File: config.mk
export PLATFORM = sky130hd
export DESIGN_NAME = alu_pipe_nch
export DESIGN_NICKNAME = d
export VERILOG_FILES = /design/src/rtl/alu_pipe_nch.sv
export SDC_FILE = /design/constraint.sdc
export NUM_CORES = 1
export LEC_CHECK = 0
export CAP_MARGIN = 15
export CORE_ASPECT_RATIO = 0.8
export CORE_MARGIN = 10
export CORE_UTILIZATION = 50
export CTS_CLUSTER_SIZE = 30
export DETAILED_ROUTE_END_ITERATION = 6
export GPL_TIMING_DRIVEN = 0
export HOLD_SLACK_MARGIN = 0.02
export PLACE_DENSITY_LB_ADDON = 0.12
export SLEW_MARGIN = 20
export SYNTH_ARGS = -nofsm -noshare
export SYNTH_HDL_FRONTEND = slang
export SYNTH_SLANG_ARGS = --single-unit
export TNS_END_PERCENT = 1
File: constraint.sdc
create_clock -name wb_clk_i -period 4.1 [get_ports wb_clk_i]
set_input_delay 0.615 -clock wb_clk_i [delete_from_list [all_inputs] [get_ports wb_clk_i]]
set_output_delay 0.615 -clock wb_clk_i [all_outputs]
set_load 0.02 [all_outputs]
File: src/rtl/alu_pipe_nch.sv
// alu_pipe_nch: multi-channel two-stage ALU with accumulators, valid/ready handshake and XOR/parity reduction
module alu_pipe_nch #(
  parameter int WIDTH  = 8,
  parameter int NCH    = 2,
  parameter int ACC_EN = 1
) (
  input  logic                 wb_clk_i,
  input  logic                 wb_rst_n_i,
  input  logic                 in_valid,
  output logic                 in_ready,
  input  logic [NCH*WIDTH-1:0] a_i,
  input  logic [NCH*WIDTH-1:0] b_i,
  input  logic [NCH*3-1:0]     op_i,
  input  logic                 acc_clr_i,
  output logic                 out_valid,
  input  logic                 out_ready,
  output logic [NCH*WIDTH-1:0] res_o,
  output logic [NCH-1:0]       carry_o,
  output logic [WIDTH-1:0]     xor_o,
  output logic                 par_o
);
  logic                 r_s1_valid;
  logic                 r_s2_valid;
  logic [NCH*WIDTH-1:0] r_a;
  logic [NCH*WIDTH-1:0] r_b;
  logic [NCH*3-1:0]     r_op;
  logic [NCH*WIDTH-1:0] r_res;
  logic [NCH-1:0]       r_carry;
  logic [WIDTH-1:0]     r_xor;
  logic                 r_par;
  logic                 w_adv2;
  logic                 w_accept;
  logic [NCH*WIDTH-1:0] w_res;
  logic [NCH-1:0]       w_carry;
  logic [WIDTH-1:0]     w_xor;

  assign w_adv2    = r_s1_valid & (~r_s2_valid | out_ready);
  assign in_ready  = wb_rst_n_i & (~r_s1_valid | w_adv2);
  assign w_accept  = in_valid & in_ready;
  assign out_valid = r_s2_valid;
  assign res_o     = r_res;
  assign carry_o   = r_carry;
  assign xor_o     = r_xor;
  assign par_o     = r_par;

  for (genvar k = 0; k < NCH; k++) begin : g_ch
    logic [WIDTH-1:0] w_a;
    logic [WIDTH-1:0] w_b;
    logic [2:0]       w_op;
    logic [WIDTH-1:0] w_base;
    logic [WIDTH:0]   w_sum;
    logic [WIDTH:0]   w_acc;
    logic [WIDTH:0]   w_r;
    logic             w_is_acc;
    logic [WIDTH-1:0] r_acc;
    assign w_a      = r_a[k*WIDTH +: WIDTH];
    assign w_b      = r_b[k*WIDTH +: WIDTH];
    assign w_op     = r_op[k*3 +: 3];
    assign w_base   = acc_clr_i ? '0 : r_acc;
    assign w_sum    = {1'b0, w_a} + {1'b0, w_b};
    assign w_acc    = {1'b0, w_base} + {1'b0, w_a};
    assign w_is_acc = (ACC_EN != 0) && (w_op == 3'b110);
    // per-channel opcode decode; carry lives in bit WIDTH of w_r
    always_comb begin
      case (w_op)
        3'b000:  w_r = w_sum;
        3'b001:  w_r = {w_a >= w_b, w_a - w_b};
        3'b010:  w_r = {1'b0, w_a & w_b};
        3'b011:  w_r = {1'b0, w_a | w_b};
        3'b100:  w_r = {1'b0, w_a ^ w_b};
        3'b101:  w_r = {1'b0, ~(w_a ^ w_b)};
        3'b110:  w_r = w_is_acc ? w_acc : w_sum;
        default: w_r = {w_a > w_b, (w_a >= w_b) ? w_a : w_b};
      endcase
    end
    assign w_res[k*WIDTH +: WIDTH] = w_r[WIDTH-1:0];
    assign w_carry[k]              = w_r[WIDTH];
    // accumulator: an advancing ACC op wins (it already folds in the clear), otherwise a clear zeroes it
    always_ff @(posedge wb_clk_i) begin
      if (!wb_rst_n_i) r_acc <= '0;
      else if (w_adv2 && w_is_acc) r_acc <= w_acc[WIDTH-1:0];
      else if (acc_clr_i) r_acc <= '0;
    end
  end

  // XOR-reduce all channel results of the bundle entering S2
  always_comb begin
    w_xor = '0;
    for (int k = 0; k < NCH; k++) w_xor = w_xor ^ w_res[k*WIDTH +: WIDTH];
  end

  // S1: capture operands on accept, empty when the bundle moves to S2
  always_ff @(posedge wb_clk_i) begin
    if (!wb_rst_n_i) r_s1_valid <= 1'b0;
    else if (w_accept) begin
      r_s1_valid <= 1'b1;
      r_a        <= a_i;
      r_b        <= b_i;
      r_op       <= op_i;
    end else if (w_adv2) r_s1_valid <= 1'b0;
  end

  // S2: register results and reductions together so they stall as one bundle
  always_ff @(posedge wb_clk_i) begin
    if (!wb_rst_n_i) begin
      r_s2_valid <= 1'b0;
      r_res      <= '0;
      r_carry    <= '0;
      r_xor      <= '0;
      r_par      <= 1'b0;
    end else if (w_adv2) begin
      r_s2_valid <= 1'b1;
      r_res      <= w_res;
      r_carry    <= w_carry;
      r_xor      <= w_xor;
      r_par      <= ^w_xor;
    end else if (out_ready) r_s2_valid <= 1'b0;
  end
endmodule

==> reports/metrics.csv <==
stage,metric,value,unit
timing,Worst slew margin,0.452,
global_routing,global-route wire length before repair,32700,um
yosys,mapped cell area,0.00662,mm2
critical_path,CP Depth,14,
die,Std-Cell Rows,37,
yosys,post-synthesis simple-gate area fraction,0.182,
drt,1st-pass router iterations,6,
timing,Tmin final,3910,ps
critical_path,crit path max fanout,6,
timing,Final setup violation count,0,
die,core footprint,0.0129,mm2
critical_path,Crit path max-delay family,XOR/XNOR gates,
timing,top achievable clock speed,256,MHz
yosys,Post-Synth Adder-Cell Area,0.143,
yosys,Yosys warning count,0,
placed_design,placed insts,1011,
placed_design,Placement Setup Slack,-1100,ps
global_routing,initial antenna violation count,0,
timing,worst-margin pin slew,819,ps
drt,DR vias/cell,5.84,
yosys,synth unique cells,76,
yosys,ys async rst share,0,
power,VDD IR max,197,uV
cts,Worst-Skew Late Latency,340,ps
yosys,top_reg_cell synth,dfxtp_1,
final_layout,Fillers,1086,
die,Die Height,123,um
global_routing,largest net degree at the start of global routing,21,
critical_path,WS Path Type,register to register,
critical_path,crit-path most repeated cell,xnor3_1,
final_layout,fin cells,1034,
power,sw frac,0.300,
cts,CTS Root Cell,clkbuf_16,
power,switching power,0.000743,W
critical_path,"Max stage delay cell, worst path",xor3_2,
yosys,Compound-Gate Fraction of Synth Area,0.230,
critical_path,CP max stage delay,510,ps
die,Die X,149,um
timing,endpoints failing hold,0,
drt,DR WL/cell,19.8,um
hold_path,Hold Path Stages,2,
job,max-capacitance violation count,0,
cts,CTS tree,built,
yosys,syn_nets,880,
final_layout,Nets,969,
status,status,"complete, no violations",
yosys,mux cell area share after synthesis,0.0185,
critical_path,Worst EP required,4390,ps
die,die area,0.0183,mm2
placed_design,HPWL after DPL,16100,um
global_routing,Total GRT Usage,0.227,
power,Int Pwr,0.00173,W
cts,CTS H-tree depth,3,
critical_path,crit end category,register,
placed_design,GP Congestion,0.974,
hold_path,hold crit path type,register to register,
timing,final worst-path cycle share,0.954,
yosys,syn_area_per_cell,8.66,um2
drt,DRT iter0 DRCs,674,
drt,Antenna Nets Post-Route,0,
global_routing,GR Overflow Total,0,
yosys,Post-Synth XOR/XNOR Area,0.0584,
critical_path,Worst R2R Path Depth,14,
power,Static Leak,3.35,nW
timing,"Slew Viols, Final",0,
final_layout,Area growth syn-to-layout,21.7,%
drt,residual DRC count,0,
power,sequential share of power,0.381,
die,I/O pin total,72,
yosys,sequential-to-total area share from yosys stat,0.308,
power,Clk network pwr share,0.345,
yosys,largest family of logic cells by synthesized area,compound AO/OA/AOI/OAI gates,
final_layout,layout cells sized above 1,0.0850,
cts,CTS Sinks,83,
die,initial core utilization,0.513,
critical_path,critical path arrival,4200,ps
placed_design,PortBufs,70,
critical_path,CP Cell Sequence,inv_1 -> ha_1 -> fa_1 -> o21bai_2 -> a21oi_4 -> a21o_4 -> nand3_2 -> o21ai_2 -> a221oi_4 -> xor3_2 -> xnor3_1 -> xnor3_1 -> o21ai_1 -> and2_1,
cts,Worst-path clk slew,60,ps
yosys,Synth Register Bits,83,
power,combinational power share,0.274,
final_layout,# diodes,0,
cts,TritonCTS buffer count,9,
drt,Vias,6035,
drt,Routed WL,20500,um
timing,Clock Skew,6.40,ps
yosys,number of flops mapped to enable cells by yosys,38,
yosys,Cells after Synth,765,
critical_path,CP bufs+invs,1,
power,PwrDens,307,mW/mm2
critical_path,CP Launch Type,register,
timing,Final WS setup,189,ps
cts,Longest Clk Path Bufs,2,
global_routing,vias in the first global route,5908,
==> logic make-up after synthesis <==
logic type,after synthesis
adder cells (fa/ha/maj),72
buffers and inverters,98
multiplexers,12
AO/OA/AOI/OAI,221
flip-flops,83
AND/OR/NAND/NOR,243
XOR/XNOR,36
==> placed cells by master, fill, tap and decap left out, types with 9 or more instances in the layout <==
master,count
mux2i_1,10
dfxtp_1,45
a21boi_0,17
nor3_1,10
and2_1,16
nor2b_1,35
a21oi_1,40
nand2b_1,14
o21ai_0,51
edfxtp_1,38
clkbuf_16,9
clkbuf_1,21
xnor2_1,22
nand2_1,75
inv_1,59
ha_1,66
buf_4,9
clkdlybuf4s50_1,69
nand3_1,14
nor2_1,47
==> Yosys cell counts (7+ instances only) <==
cell type,n,area [um2]
a211oi_1,8,60.1
a21boi_0,17,128
a21o_1,8,60.1
a21oi_1,42,210
a221oi_1,8,70.1
a31oi_1,8,50.1
and2_1,17,106
buf_2,7,35.0
clkbuf_1,24,90.1
dfxtp_1,45,901
edfxtp_1,38,1140
ha_1,66,826
inv_1,60,225
mux2i_1,10,100
nand2_1,75,282
nand2b_1,14,87.6
nand3_1,14,70.1
nor2_1,47,176
nor2b_1,36,225
nor3_1,12,60.1
o211a_1,8,80.1
o21ai_0,52,260
o21bai_1,9,67.6
xnor2_1,23,201
xor2_1,8,70.1
==> flip-flops by register name, summed over array words and instances (netlist names) <==
| register | cells |
|---|---|
| r_op | 6 |
| g_ch.r_acc | 16 |
| carry_o | 2 |
| r_b | 16 |
| xor_o | 8 |
| res_o | 16 |
| out_valid | 1 |
| par_o | 1 |
| r_s1_valid | 1 |
| r_a | 16 |
==> timing repair <==
| action | 4_1_cts | 5_1_grt |
|---|---|---|
| buffers inserted | 2 | 6 |
| endpoints found under the setup margin | 2 | 1 |
| pin swaps | 3 | 5 |
| cloned | 0 | 0 |
| resized for setup | 9 | 23 |
| hold buffers | 0 | 0 |
==> path summary, 6_finish.rpt <==
| path | from | to | slack (ps) |
|---|---|---|---|
| setup / recovery | r_a[8] | par_o | 190 |
| hold / removal | res_o[13] | res_o[13] | 490 |
| setup reg to reg | r_a[8] | par_o | 190 |
| hold reg to reg | res_o[13] | res_o[13] | 490 |
==> metrics by stage <==
step | power [W] | util | hold slack (ps) | setup TNS [ps] | cell area (um2)
global route | 0.00259 | 0.624 | 510 | -1.46 | 8060
detailed placement | 0.00160 | 0.586 | 474 | -2570 | 7570
floorplan | 0.00138 | - | 495 | 0 | 6620
global placement | 0.00159 | 0.584 | 470 | -2210 | 7540
finish | 0.00248 | 0.624 | 490 | 0 | 8060
CTS | 0.00246 | 0.614 | 487 | 0 | 7940
==> per-layer routing <==
layer  global-route usage  up-vias  share of wire
li1                     -     2885              -
met4               0.0556        0          0.010
met1                0.354     2870           0.51
met2                0.294      259           0.38
met5                    0        -              0
met3               0.0595       21          0.098
==> power groups by stage <==
stage	sequential (W)	clock, W	combinational [W]
global route	0.000949	0.000903	0.000739
global placement	0.000963	0	0.000626
floorplan	0.000979	0	0.000401
detailed placement	0.000962	0	0.000635
finish	0.000945	0.000854	0.000678
CTS	0.000944	0.000871	0.000648
==> worst reg2reg max path, cell delays in order (launching register included) <==
cell      delay, ps
edfxtp_1        410
inv_1           120
ha_1            260
fa_1            430
o21bai_2        240
a21oi_4         130
a21o_4          260
nand3_2          80
o21ai_2          70
a221oi_4        350
xor3_2          510
xnor3_1         410
xnor3_1         350
o21ai_1         110
and2_1          120
==> layout make-up <==
type	count	area (um2)	area share
Tap cell	175	219	0.0272
Inverter	61	231	0.0287
Buffer	36	170	0.0211
Sequential cell	83	2040	0.253
Multi-Input combinational cell	584	4300	0.534
Timing Repair Buffer	79	783	0.0971
Clock inverter	5	60.1	0.00745
Clock buffer	11	253	0.0313
No activity file was read; power rests on OpenSTA's default activity.
==> variant: new RTL, config.mk and constraints unchanged <==
Change the parameter `ACC_EN` from 1 to 0.
--- a/src/rtl/alu_pipe_nch.sv
+++ b/src/rtl/alu_pipe_nch.sv
@@ -2,7 +2,7 @@
 module alu_pipe_nch #(
   parameter int WIDTH  = 8,
   parameter int NCH    = 2,
-  parameter int ACC_EN = 1
+  parameter int ACC_EN = 0
 ) (
   input  logic                 wb_clk_i,
   input  logic                 wb_rst_n_i,
Function: changed (a bounded check fails within 4 cycles, from zero or initial values and one cycle with wb_rst_n_i low).
==> variant against the unedited design <==
First-iteration DRC count fell by 30%; clock skew rose by 0.0021 ns; sequential cell count fell by 16; synthesized area down 20%; total power down 11%; worst setup slack lost 0.037 ns; final area down 19%; routed wire length down 23%; critical path type unchanged; count of clock-buffer cells in the layout increased by 1.
==> variant: results (changes against the unedited design) <==
[run_status]
status=finished clean  ; unchanged

[detailed_routing]
dr.pass1.iters=5  ; was 6
wl_mm=15.8  ; was 20.5 mm
drtIter0Drc=470  ; was 674
viasPerCell=5.93  ; was 5.84

[setup_path]
reg2reg_slack_ns=0.15  ; was 0.19 ns
cp_max_fo=10  ; was 6
critical-path-top-delay-family=compound AO/OA/AOI/OAI gates  ; was XOR/XNOR gates
arrival_ns=4.21  ; was 4.20 ns
setup.worst_path.start=r_a[13]$_DFFE_PP_  ; was r_a[8]$_DFFE_PP_
r2r_cells=13  ; was 14
critPathSlowestCell=a221oi_4  ; was xor3_2
crit_path_max_incr_delay_ns=0.49  ; was 0.51 ns

[final_layout]
clkbuf_count=12  ; was 11
drive_gt1_frac=0.0636  ; was 0.0850
nNonClkInverters=50  ; was 61
num-nets-final=786  ; was 969
multi_input_area_share=0.500  ; was 0.534
bufAreaShareNonClock=0.132  ; was 0.118
nNonClkBuffers=104  ; was 115
nFillCells=908  ; was 1086
clkCellAreaFrac=0.0495  ; was 0.0388
comb.multi_input.count=455  ; was 584
regArea_um2=1720  ; was 2040 µm²

[placed_design]
dpl.hpwl_mm=12.3  ; was 16.1 mm
gp_congestion=0.974  ; about the same

[power_and_ir_drop]
leakage_nw=2.70  ; was 3.35 nW
peakVddDrop_uv=245  ; was 197 µV

[clock_network]
cts_buffer_depth=2  ; unchanged
ctsResizeCount=0  ; was 9
insertion_delay_ns=0.34  ; about the same

[hold_path]
hold_end=xor_o[0]$_SDFFE_PN0P_  ; was res_o[13]$_SDFFE_PN0P_
hp-start=xor_o[0]$_SDFFE_PN0P_  ; was res_o[13]$_SDFFE_PN0P_

[sta]
fin_skew_ns=0.00846  ; was 0.00640 ns
holdWs_ns=0.467  ; was 0.490 ns
worst_slew_pin_slew_ns=1.05  ; was 0.819 ns

[synth]
synth_common_cells=nor2_1, ha_1, inv_1  ; was nand2_1, ha_1, inv_1
synth_fp_nets=704  ; was 880
ys_seq_elements=67  ; was 83
synth_area_leaders=edfxtp_1, ha_1, dfxtp_1  ; was edfxtp_1, dfxtp_1, ha_1
synth_ff_type=edfxtp_1  ; was dfxtp_1

[grt]
grt_pass1_vias=4671  ; was 5908
antenna_found_initial=0  ; unchanged
grt_pass1_wl_mm=25.0  ; was 32.7 mm
grt_max_degree=28  ; was 21

variant: stage by stage:
step,cells,cell area [µm²],worst slack (ns)
floorplan,605,5320,0.786
global placement,815,6200,0.303
detailed placement,816,6220,0.239
CTS,832,6540,0.200
global route,832,6550,0.0267
finish,832,6550,0.151
variant: cells by family after synthesis:
group                    share of synthesized area
adder cells (fa/ha/maj)                      0.141
buffers and inverters                       0.0626
flip-flops                                   0.324
AO/OA/AOI/OAI                                0.238
AND/OR/NAND/NOR                              0.169
XOR/XNOR                                    0.0553
multiplexers                                0.0101
variant: report_power, final:
part / internal (mW) / total, mW / switching [mW]
Combinational: 0.275 / 0.598 / 0.323
Sequential: 0.752 / 0.781 / 0.0289
Clock: 0.506 / 0.822 / 0.316
variant: per-layer routing:
layer | vias to the layer above | routed length (µm) | global-route usage
li1 | 2331 | - | -
met1 | 2323 | 7430 | 0.305
met2 | 253 | 6390 | 0.279
met3 | 26 | 1770 | 0.0526
met4 | 0 | 259 | 0.0566
met5 | - | 0 | 0
